## config.mk

```make
export PLATFORM = sky130hd
export DESIGN_NAME = or1200_vlx_packer_flat
export DESIGN_NICKNAME = d
export VERILOG_FILES = /design/src/rtl/vlx_pkg.sv /design/src/rtl/or1200_vlx_packer_if.sv /design/src/rtl/vlx_byte_fifo.sv /design/src/rtl/or1200_vlx_packer.sv /design/src/flat_wrapper.sv
export SDC_FILE = /design/constraint.sdc
export NUM_CORES = 1
export LEC_CHECK = 0
export ABC_AREA = 1
export BUFFER_PORTS_ARGS = -buffer_cell sky130_fd_sc_hd__buf_2
export CAP_MARGIN = 10
export CORE_MARGIN = 2
export CORE_UTILIZATION = 64
export CTS_CLUSTER_SIZE = 10
export DETAILED_ROUTE_END_ITERATION = 8
export PLACE_DENSITY_LB_ADDON = 0.15
export SYNTH_ARGS = -nofsm -noshare
export SYNTH_HDL_FRONTEND = slang
export SYNTH_SLANG_ARGS = --single-unit
```

## constraint.sdc

```tcl
create_clock -name clk_i -period 9.8 [get_ports clk_i]
set_input_delay 1.47 -clock clk_i [delete_from_list [all_inputs] [get_ports clk_i]]
set_output_delay 1.47 -clock clk_i [all_outputs]
set_load 0.005 [all_outputs]
```

## src/rtl/vlx_pkg.sv

```systemverilog
// Shared constants, status layout and flush-state type for the VLX bit packer.
package vlx_pkg;

  localparam logic [1:0] VLX_SPR_CTRL = 2'd0;
  localparam logic [1:0] VLX_SPR_CNT  = 2'd1;
  localparam logic [1:0] VLX_SPR_ADDR = 2'd2;

  // Status word (SPR0) bit positions and control-write bits
  localparam int ST_ERR       = 31;
  localparam int ST_BUSY      = 30;
  localparam int ST_LVL_LSB   = 14;
  localparam int ST_CNT_LSB   = 0;
  localparam int CTRL_FLUSH   = 0;
  localparam int CTRL_ERR_CLR = 1;

  typedef enum logic [1:0] {IDLE, PAD, DRAIN} vlx_flush_t;

  function automatic logic [31:0] vlx_mask(input logic [5:0] n);
    logic [32:0] m;
    m = (33'd1 << n) - 33'd1;
    return m[31:0];
  endfunction

endpackage

```

## src/rtl/or1200_vlx_packer_if.sv

```systemverilog
// CPU-facing bundle of the packer: code append, SPR access, stall and byte store path.
interface or1200_vlx_packer_if #(parameter int MAX_BITS = 16);
  localparam int NBW = $clog2(MAX_BITS + 1);

  logic            set_bit_op_i;
  logic [NBW-1:0]  num_bits_to_write_i;
  logic [31:0]     dat_i;
  logic            spr_cs;
  logic            spr_write;
  logic [1:0]      spr_addr;
  logic [31:0]     spr_dat_i;
  logic [31:0]     spr_dat_o;
  logic            stall_cpu_o;
  logic [31:0]     vlx_addr_o;
  logic [31:0]     dat_o;
  logic            store_byte_o;
  logic            ack_i;

  modport slave (
    input  set_bit_op_i, num_bits_to_write_i, dat_i, spr_cs, spr_write, spr_addr, spr_dat_i, ack_i,
    output spr_dat_o, stall_cpu_o, vlx_addr_o, dat_o, store_byte_o
  );

  modport master (
    output set_bit_op_i, num_bits_to_write_i, dat_i, spr_cs, spr_write, spr_addr, spr_dat_i, ack_i,
    input  spr_dat_o, stall_cpu_o, vlx_addr_o, dat_o, store_byte_o
  );
endinterface

```

## src/rtl/vlx_byte_fifo.sv

```systemverilog
// Synchronous byte FIFO; simultaneous push and pop both take effect.
module vlx_byte_fifo #(
  parameter int DEPTH = 4
) (
  input  logic                     clk_i,
  input  logic                     rst_i,
  input  logic                     push_i,
  input  logic [7:0]               dat_i,
  input  logic                     pop_i,
  output logic [7:0]               dat_o,
  output logic                     full_o,
  output logic                     empty_o,
  output logic [$clog2(DEPTH):0]   level_o
);
  localparam int AW = $clog2(DEPTH);

  logic [7:0]    mem_q [DEPTH];
  logic [AW-1:0] wr_q, rd_q;
  logic [AW:0]   level_q;
  logic          do_push, do_pop;

  assign full_o  = (level_q == (AW+1)'(DEPTH));
  assign empty_o = (level_q == '0);
  assign level_o = level_q;
  assign dat_o   = mem_q[rd_q];
  assign do_push = push_i && !full_o;
  assign do_pop  = pop_i && !empty_o;

  always_ff @(posedge clk_i) begin
    if (do_push) mem_q[wr_q] <= dat_i;
  end

  always_ff @(posedge clk_i or posedge rst_i) begin
    if (rst_i) begin
      wr_q    <= '0;
      rd_q    <= '0;
      level_q <= '0;
    end else begin
      if (do_push) wr_q <= wr_q + AW'(1);
      if (do_pop)  rd_q <= rd_q + AW'(1);
      if (do_push && !do_pop)      level_q <= level_q + (AW+1)'(1);
      else if (do_pop && !do_push) level_q <= level_q - (AW+1)'(1);
    end
  end
endmodule

```

## src/rtl/or1200_vlx_packer.sv

```systemverilog
// Packs MSB-first variable-length codes into bytes (optional 0xFF stuffing), queues them
// and stores them one per ack; stalls the CPU only when the accumulator or a flush blocks.
module or1200_vlx_packer
  import vlx_pkg::*;
#(
  parameter int ACC_W      = 32,
  parameter int MAX_BITS   = 16,
  parameter int FIFO_DEPTH = 4,
  parameter int STUFF_EN   = 1
) (
  input  logic                 clk_i,
  input  logic                 rst_i,
  or1200_vlx_packer_if.slave   bus
);
  localparam int BCW       = $clog2(ACC_W + 1);
  localparam int LVW       = $clog2(FIFO_DEPTH) + 1;
  localparam int NEED_FREE = (STUFF_EN != 0) ? 2 : 1;

  logic [ACC_W-1:0] acc_q, acc_d;
  logic [BCW-1:0]   bit_cnt_q, bit_cnt_d;
  logic             pend_q;
  logic [5:0]       pend_n_q;
  logic [31:0]      pend_dat_q;
  logic             stuff_q, stuff_d;
  logic             gap_q;
  logic             err_q;
  logic [31:0]      addr_q, byte_cnt_q;
  vlx_flush_t       state_q;

  logic [5:0]  op_n, app_n, pad_n;
  logic [2:0]  pad_r;
  logic [31:0] app_dat, app_code;
  logic        op_req, room, idle_st, take_new, take_pend, latch_op;
  logic        emit, push, pop, drain_done;
  logic [7:0]  emit_byte, push_dat, f_dat;
  logic        f_full, f_empty;
  logic [LVW-1:0] f_level;
  logic        spr_wr, ctrl_wr, addr_wr, wr_ok;
  logic [31:0] status;

  assign op_n      = 6'(bus.num_bits_to_write_i);
  assign op_req    = bus.set_bit_op_i && (op_n != 6'd0);
  assign room      = (bit_cnt_q <= BCW'(ACC_W - MAX_BITS));
  assign idle_st   = (state_q == IDLE);
  assign take_new  = op_req && !pend_q && idle_st && room;
  assign take_pend = pend_q && idle_st && room;
  assign latch_op  = op_req && !pend_q && !take_new;
  assign pad_r     = 3'd0 - bit_cnt_q[2:0];
  assign pad_n     = {3'b000, pad_r};

  always_comb begin
    app_n   = '0;
    app_dat = '0;
    if (state_q == PAD) begin
      app_n   = pad_n;
      app_dat = '1;
    end else if (take_pend) begin
      app_n   = pend_n_q;
      app_dat = pend_dat_q;
    end else if (take_new) begin
      app_n   = op_n;
      app_dat = bus.dat_i;
    end
  end

  // A pending stuff byte blocks emission; reserving two free slots guarantees it a place.
  assign app_code  = app_dat & vlx_mask(app_n);
  assign emit_byte = 8'(acc_q >> (bit_cnt_q - BCW'(8)));
  assign emit      = (bit_cnt_q >= BCW'(8)) && !stuff_q && (int'(f_level) + NEED_FREE <= FIFO_DEPTH);
  assign push      = emit || (stuff_q && !f_full);
  assign push_dat  = stuff_q ? 8'h00 : emit_byte;
  assign acc_d     = (acc_q << app_n) | ACC_W'(app_code);
  assign bit_cnt_d = bit_cnt_q + BCW'(app_n) - (emit ? BCW'(8) : BCW'(0));
  assign stuff_d   = stuff_q ? f_full : ((STUFF_EN != 0) && emit && (emit_byte == 8'hFF));

  assign pop        = bus.store_byte_o && bus.ack_i;
  assign drain_done = (bit_cnt_q == '0) && !stuff_q &&
                      (f_empty || ((f_level == LVW'(1)) && pop));

  assign spr_wr  = bus.spr_cs && bus.spr_write;
  assign ctrl_wr = spr_wr && (bus.spr_addr == VLX_SPR_CTRL);
  assign addr_wr = spr_wr && (bus.spr_addr == VLX_SPR_ADDR);
  assign wr_ok   = (bit_cnt_q < BCW'(8)) && f_empty && idle_st;

  vlx_byte_fifo #(.DEPTH(FIFO_DEPTH)) u_fifo (
    .clk_i   (clk_i),
    .rst_i   (rst_i),
    .push_i  (push),
    .dat_i   (push_dat),
    .pop_i   (pop),
    .dat_o   (f_dat),
    .full_o  (f_full),
    .empty_o (f_empty),
    .level_o (f_level)
  );

  always_ff @(posedge clk_i or posedge rst_i) begin
    if (rst_i) begin
      acc_q      <= '0;
      bit_cnt_q  <= '0;
      pend_q     <= 1'b0;
      pend_n_q   <= '0;
      pend_dat_q <= '0;
      stuff_q    <= 1'b0;
      gap_q      <= 1'b0;
      err_q      <= 1'b0;
      addr_q     <= '0;
      byte_cnt_q <= '0;
    end else begin
      acc_q     <= acc_d;
      bit_cnt_q <= bit_cnt_d;
      stuff_q   <= stuff_d;
      gap_q     <= pop;
      if (take_pend) begin
        pend_q <= 1'b0;
      end else if (latch_op) begin
        pend_q     <= 1'b1;
        pend_n_q   <= op_n;
        pend_dat_q <= bus.dat_i;
      end
      if (pop) begin
        addr_q     <= addr_q + 32'd1;
        byte_cnt_q <= byte_cnt_q + 32'd1;
      end
      if (addr_wr) begin
        if (wr_ok) begin
          addr_q     <= bus.spr_dat_i;
          byte_cnt_q <= '0;
        end else begin
          err_q <= 1'b1;
        end
      end else if (ctrl_wr && bus.spr_dat_i[CTRL_ERR_CLR]) begin
        err_q <= 1'b0;
      end
    end
  end

  always_ff @(posedge clk_i or posedge rst_i) begin
    if (rst_i) begin
      state_q <= IDLE;
    end else begin
      case (state_q)
        IDLE:    if (ctrl_wr && bus.spr_dat_i[CTRL_FLUSH]) state_q <= PAD;
        PAD:     state_q <= DRAIN;
        DRAIN:   if (drain_done) state_q <= IDLE;
        default: state_q <= IDLE;
      endcase
    end
  end

  always_comb begin
    status                       = '0;
    status[ST_ERR]               = err_q;
    status[ST_BUSY]              = !idle_st;
    status[ST_LVL_LSB +: 8]      = 8'(f_level);
    status[ST_CNT_LSB +: 6]      = 6'(bit_cnt_q);
    case (bus.spr_addr)
      VLX_SPR_CTRL: bus.spr_dat_o = status;
      VLX_SPR_CNT:  bus.spr_dat_o = byte_cnt_q;
      VLX_SPR_ADDR: bus.spr_dat_o = addr_q;
      default:      bus.spr_dat_o = '0;
    endcase
  end

  assign bus.stall_cpu_o  = !idle_st || pend_q || (op_req && !take_new);
  assign bus.store_byte_o = !f_empty && !gap_q;
  assign bus.dat_o        = {24'b0, f_dat};
  assign bus.vlx_addr_o   = addr_q;
endmodule

```

## src/flat_wrapper.sv

```systemverilog
// flat-port wrapper written by rule: the top's interface ports become plain ports
module or1200_vlx_packer_flat import vlx_pkg::*;
#(
  parameter int ACC_W      = 32,
  parameter int MAX_BITS   = 16,
  parameter int FIFO_DEPTH = 4,
  parameter int STUFF_EN   = 1
)
  (clk_i, rst_i, bus_set_bit_op_i, bus_num_bits_to_write_i, bus_dat_i, bus_spr_cs, bus_spr_write, bus_spr_addr, bus_spr_dat_i, bus_ack_i, bus_spr_dat_o, bus_stall_cpu_o, bus_vlx_addr_o, bus_dat_o, bus_store_byte_o);
  or1200_vlx_packer_if #(.MAX_BITS(MAX_BITS)) bus_i ();
  input  logic clk_i;
  input  logic rst_i;
  input wire logic [$bits(bus_i.set_bit_op_i)-1:0] bus_set_bit_op_i;
  input wire logic [$bits(bus_i.num_bits_to_write_i)-1:0] bus_num_bits_to_write_i;
  input wire logic [$bits(bus_i.dat_i)-1:0] bus_dat_i;
  input wire logic [$bits(bus_i.spr_cs)-1:0] bus_spr_cs;
  input wire logic [$bits(bus_i.spr_write)-1:0] bus_spr_write;
  input wire logic [$bits(bus_i.spr_addr)-1:0] bus_spr_addr;
  input wire logic [$bits(bus_i.spr_dat_i)-1:0] bus_spr_dat_i;
  input wire logic [$bits(bus_i.ack_i)-1:0] bus_ack_i;
  output wire logic [$bits(bus_i.spr_dat_o)-1:0] bus_spr_dat_o;
  output wire logic [$bits(bus_i.stall_cpu_o)-1:0] bus_stall_cpu_o;
  output wire logic [$bits(bus_i.vlx_addr_o)-1:0] bus_vlx_addr_o;
  output wire logic [$bits(bus_i.dat_o)-1:0] bus_dat_o;
  output wire logic [$bits(bus_i.store_byte_o)-1:0] bus_store_byte_o;
  assign bus_i.set_bit_op_i = bus_set_bit_op_i;
  assign bus_i.num_bits_to_write_i = bus_num_bits_to_write_i;
  assign bus_i.dat_i = bus_dat_i;
  assign bus_i.spr_cs = bus_spr_cs;
  assign bus_i.spr_write = bus_spr_write;
  assign bus_i.spr_addr = bus_spr_addr;
  assign bus_i.spr_dat_i = bus_spr_dat_i;
  assign bus_i.ack_i = bus_ack_i;
  assign bus_spr_dat_o = bus_i.spr_dat_o;
  assign bus_stall_cpu_o = bus_i.stall_cpu_o;
  assign bus_vlx_addr_o = bus_i.vlx_addr_o;
  assign bus_dat_o = bus_i.dat_o;
  assign bus_store_byte_o = bus_i.store_byte_o;
  or1200_vlx_packer #(.ACC_W(ACC_W), .MAX_BITS(MAX_BITS), .FIFO_DEPTH(FIFO_DEPTH), .STUFF_EN(STUFF_EN)) u_core (.clk_i(clk_i), .rst_i(rst_i), .bus(bus_i));
endmodule
```

==> run metrics <==
share of layout cells above drive strength 1 14.1%; Switch Pwr 1.77 mW; vias 13300; GRT overflow 0; CP dominant cell by count buf_2; Crit path depth 6; Comb pwr share 47.3%; design area 14600 um2; vias per cell 5.94; Required @ worst endpoint 8.33 ns; clock root buffer clkbuf_16; Final Setup Violations 0; Total Neg Setup Slack 0 ns; Buf/Inv on CP 4; GRT Total Usage 35.3%; Hold Crit Class register to register; Setup Crit Path Kind input port to output port; EDFF count, synth 32; Final min period 5.09 ns; routed length per instance 17.4 um; Cells after Synth 1864; CTS tree done; Clock Tree Buf Depth 2; Placer Congestion 0.980; Reg area 4740 um2; VDD IR-drop max 0.128 mV; fin nets 2053; setup ws final 4.71 ns; Pleak 7.33 nW; CP arrival 3.62 ns; Final Skew 0.0186 ns; sequential power share 34.4%; Die H 148 um; vias in the first global route 12200; Netlist cell types 65; Final period util 51.9%; core region area 20400 um2; HPWL after detailed placement 28800 um; Crit. Startpoint bus_spr_addr[1]; Worst setup SP type input port; Post-synth ARST share 82.5%; Seq cells post-synth 183; DRC viols 0; synthesized area per cell 7.17 um2; Cell Int Power 2.11 mW; FP Rows 52; hold path depth 2; Hold Startpoint u_core.pend_dat_q[2]$_DFFE_PP0P_; IO Port Bufs 149; # Post-CTS Setup Buffers 0; antenna cells 0; max incr delay on CP 0.61 ns; Clock Latency Late Sink 0.46 ns; clk sink count 183; register area share after synthesis 35.5%; CP max stage cell nor2_1; I/O Pins 175; Most used DFF post-synth dfrtp_1; Final Total Pwr 3.88 mW; RSZ-0062 raised after global routing false; largest net degree at the start of global routing 97; initial antenna violation count 0; Sw Ratio 45.7%; Worst Path Max Fanout 25; Mapped Area 13400 um2; CP Capture Type output port; Fillers 1750; clk slew on worst S/H paths 0.08 ns; Fmax achieved 196 MHz; 1st-iter DRT viols 1321; worst hold slack 0.504 ns; Worst-Margin Slew 1.05 ns; MaxCap Viol Count 0; Slew HR 30.2%; drt pass-1 iters 6; WL final 39000 um; CP Cell Sequence buf_2 -> clkinv_1 -> nor2_1 -> inv_1 -> o221ai_1 -> buf_2; Yosys warnings 0; # H-tree levels 4; Multi-input gate area 7310 um2; initial core utilization 65.6%; post-CTS sizing 0; Post-DRT Antenna Nets 0; status finished clean; Die Footprint 22000 um2; CTS Hold Bufs 0; r2r startpoint u_core.bit_cnt_q[1]$_DFF_PP0_; placed cell area 14000 um2; Power Density 265 nW/um2; Die X 148 um; pre-CTS setup slack 4.89 ns; R2R cell count 22; clock share of power 18.3%; Area growth syn-to-layout 9.63%; Max Slew Vio Count 0; Final Hold Fails 0; CTS buffer count 17; Crit path max-delay family buffers and inverters; first-pass GRT wire length 61800 um
-- sequential cells by signal, summed over array words and instances, names as in the netlist, 3 cells and up --
| signal | cells |
|---|---|
| u_core.acc_q | 32 |
| u_core.bit_cnt_q | 6 |
| u_core.bus.vlx_addr_o | 32 |
| u_core.byte_cnt_q | 32 |
| u_core.pend_dat_q | 31 |
| u_core.pend_n_q | 5 |
| u_core.u_fifo.level_o | 3 |
| u_core.u_fifo.mem_q | 32 |
-- through the flow --
stage,util (%),std cells
2_1_floorplan,-,1887
3_3_place_gp,68.9,2202
3_5_place_dp,68.9,2202
4_1_cts,71.9,2234
5_1_grt,71.9,2234
6_report,71.9,2234
-- path summary, 6_finish.rpt --
| path | endpoint | slack [ns] |
|---|---|---|
| setup / recovery | bus_spr_dat_o[30] | 4.71 |
| hold / removal | u_core.pend_dat_q[2]$_DFFE_PP0P_ | 0.50 |
| hold reg to reg | u_core.pend_dat_q[2]$_DFFE_PP0P_ | 0.50 |
| min in group asynchronous | u_core.pend_dat_q[21]$_DFFE_PP0P_ | 1.21 |
| max in group asynchronous | u_core.byte_cnt_q[30]$_DFF_PP0_ | 7.29 |
| setup reg to reg | u_core.acc_q[26]$_DFF_PP0_ | 5.83 |
-- layout make-up --
| type | instances | share of cell area [%] |
|---|---|---|
| Multi-Input combinational cell | 1372 | 49.9 |
| Clock buffer | 17 | 2.91 |
| Timing Repair Buffer | 160 | 5.66 |
| Tap cell | 270 | 2.31 |
| Clock inverter | 15 | 1.20 |
| Sequential cell | 183 | 32.4 |
| Inverter | 217 | 5.63 |
-- cell usage after synthesis (30+ instances only) --
library cell  count  share of area, %
nand3_1         102               3.8
inv_1           206               5.8
o211ai_1         30               1.7
mux2_2           33               2.8
dfrtp_1         151                28
nor2_1          135               3.8
o21ai_0         161               6.0
nor3_1           30               1.1
clkbuf_1         53               1.5
nand4_1          45               2.1
nand2_1         464                13
a21oi_1          51               1.9
xor2_1           34               2.2
edfxtp_1         32               7.2
o22ai_1          30               1.4
o21ai_1          60               2.2
-- tightest hold or removal path, cell delays in order (launching register included) --
cell and delay (ns):
dfrtp_1 0.35, nand2_1 0.05, o21ai_0 0.06
-- placed cells by master, fill, tap and decap left out, types with 13 or more instances in the layout --
| cell | Yosys | routed |
|---|---|---|
| clkbuf_16 | 0 | 17 |
| nand3_1 | 102 | 102 |
| nor4_1 | 16 | 16 |
| buf_2 | 15 | 149 |
| nor3_1 | 30 | 30 |
| nand4_1 | 45 | 45 |
| mux2i_1 | 13 | 13 |
| nand2_1 | 464 | 463 |
| inv_1 | 206 | 205 |
| nor2_1 | 135 | 135 |
| dfrtp_1 | 151 | 151 |
| o211ai_1 | 30 | 30 |
| o21ai_0 | 161 | 161 |
| xor2_1 | 34 | 34 |
| edfxtp_1 | 32 | 32 |
| conb_1 | 1 | 24 |
| o21ai_1 | 60 | 60 |
| o22ai_1 | 30 | 30 |
| a22oi_1 | 28 | 28 |
| a21oi_1 | 51 | 51 |
| ha_1 | 24 | 24 |
| mux2_2 | 33 | 33 |
-- power by group through the flow --
stage               logic [mW]  clock network [mW]  registers (mW)
floorplan                 1.37                   0            1.25
global route              2.07               0.742            1.36
finish                    1.83               0.712            1.33
detailed placement        1.79                   0            1.34
global placement          1.74                   0            1.33
CTS                       1.81               0.715            1.32
-- kinds of logic (layout without fill, tap and decap cells) --
kind of cell,after synthesis,count (layout),synth area share [%]
buffers and inverters,332,409,10.5
other,1,24,0.0281
muxes,46,46,3.76
DFF,183,183,35.5
and+or+nand+nor,838,838,27.8
xor gates and xnor gates,40,40,2.62
AOI/OAI and AO/OA,399,399,17.4
adders and majority gates,25,25,2.40
-- per-layer routing --
layer | vias to the layer above | share of wire [%] | GRT usage [%]
met3 | 112 | 7.8 | 4.63
met4 | 0 | 3.6 | 13.9
met5 | - | 0 | 0
li1 | 6400 | - | -
met1 | 6061 | 41 | 47.3
met2 | 696 | 48 | 58.4
Note: power is estimated with default switching activity, not from simulation.
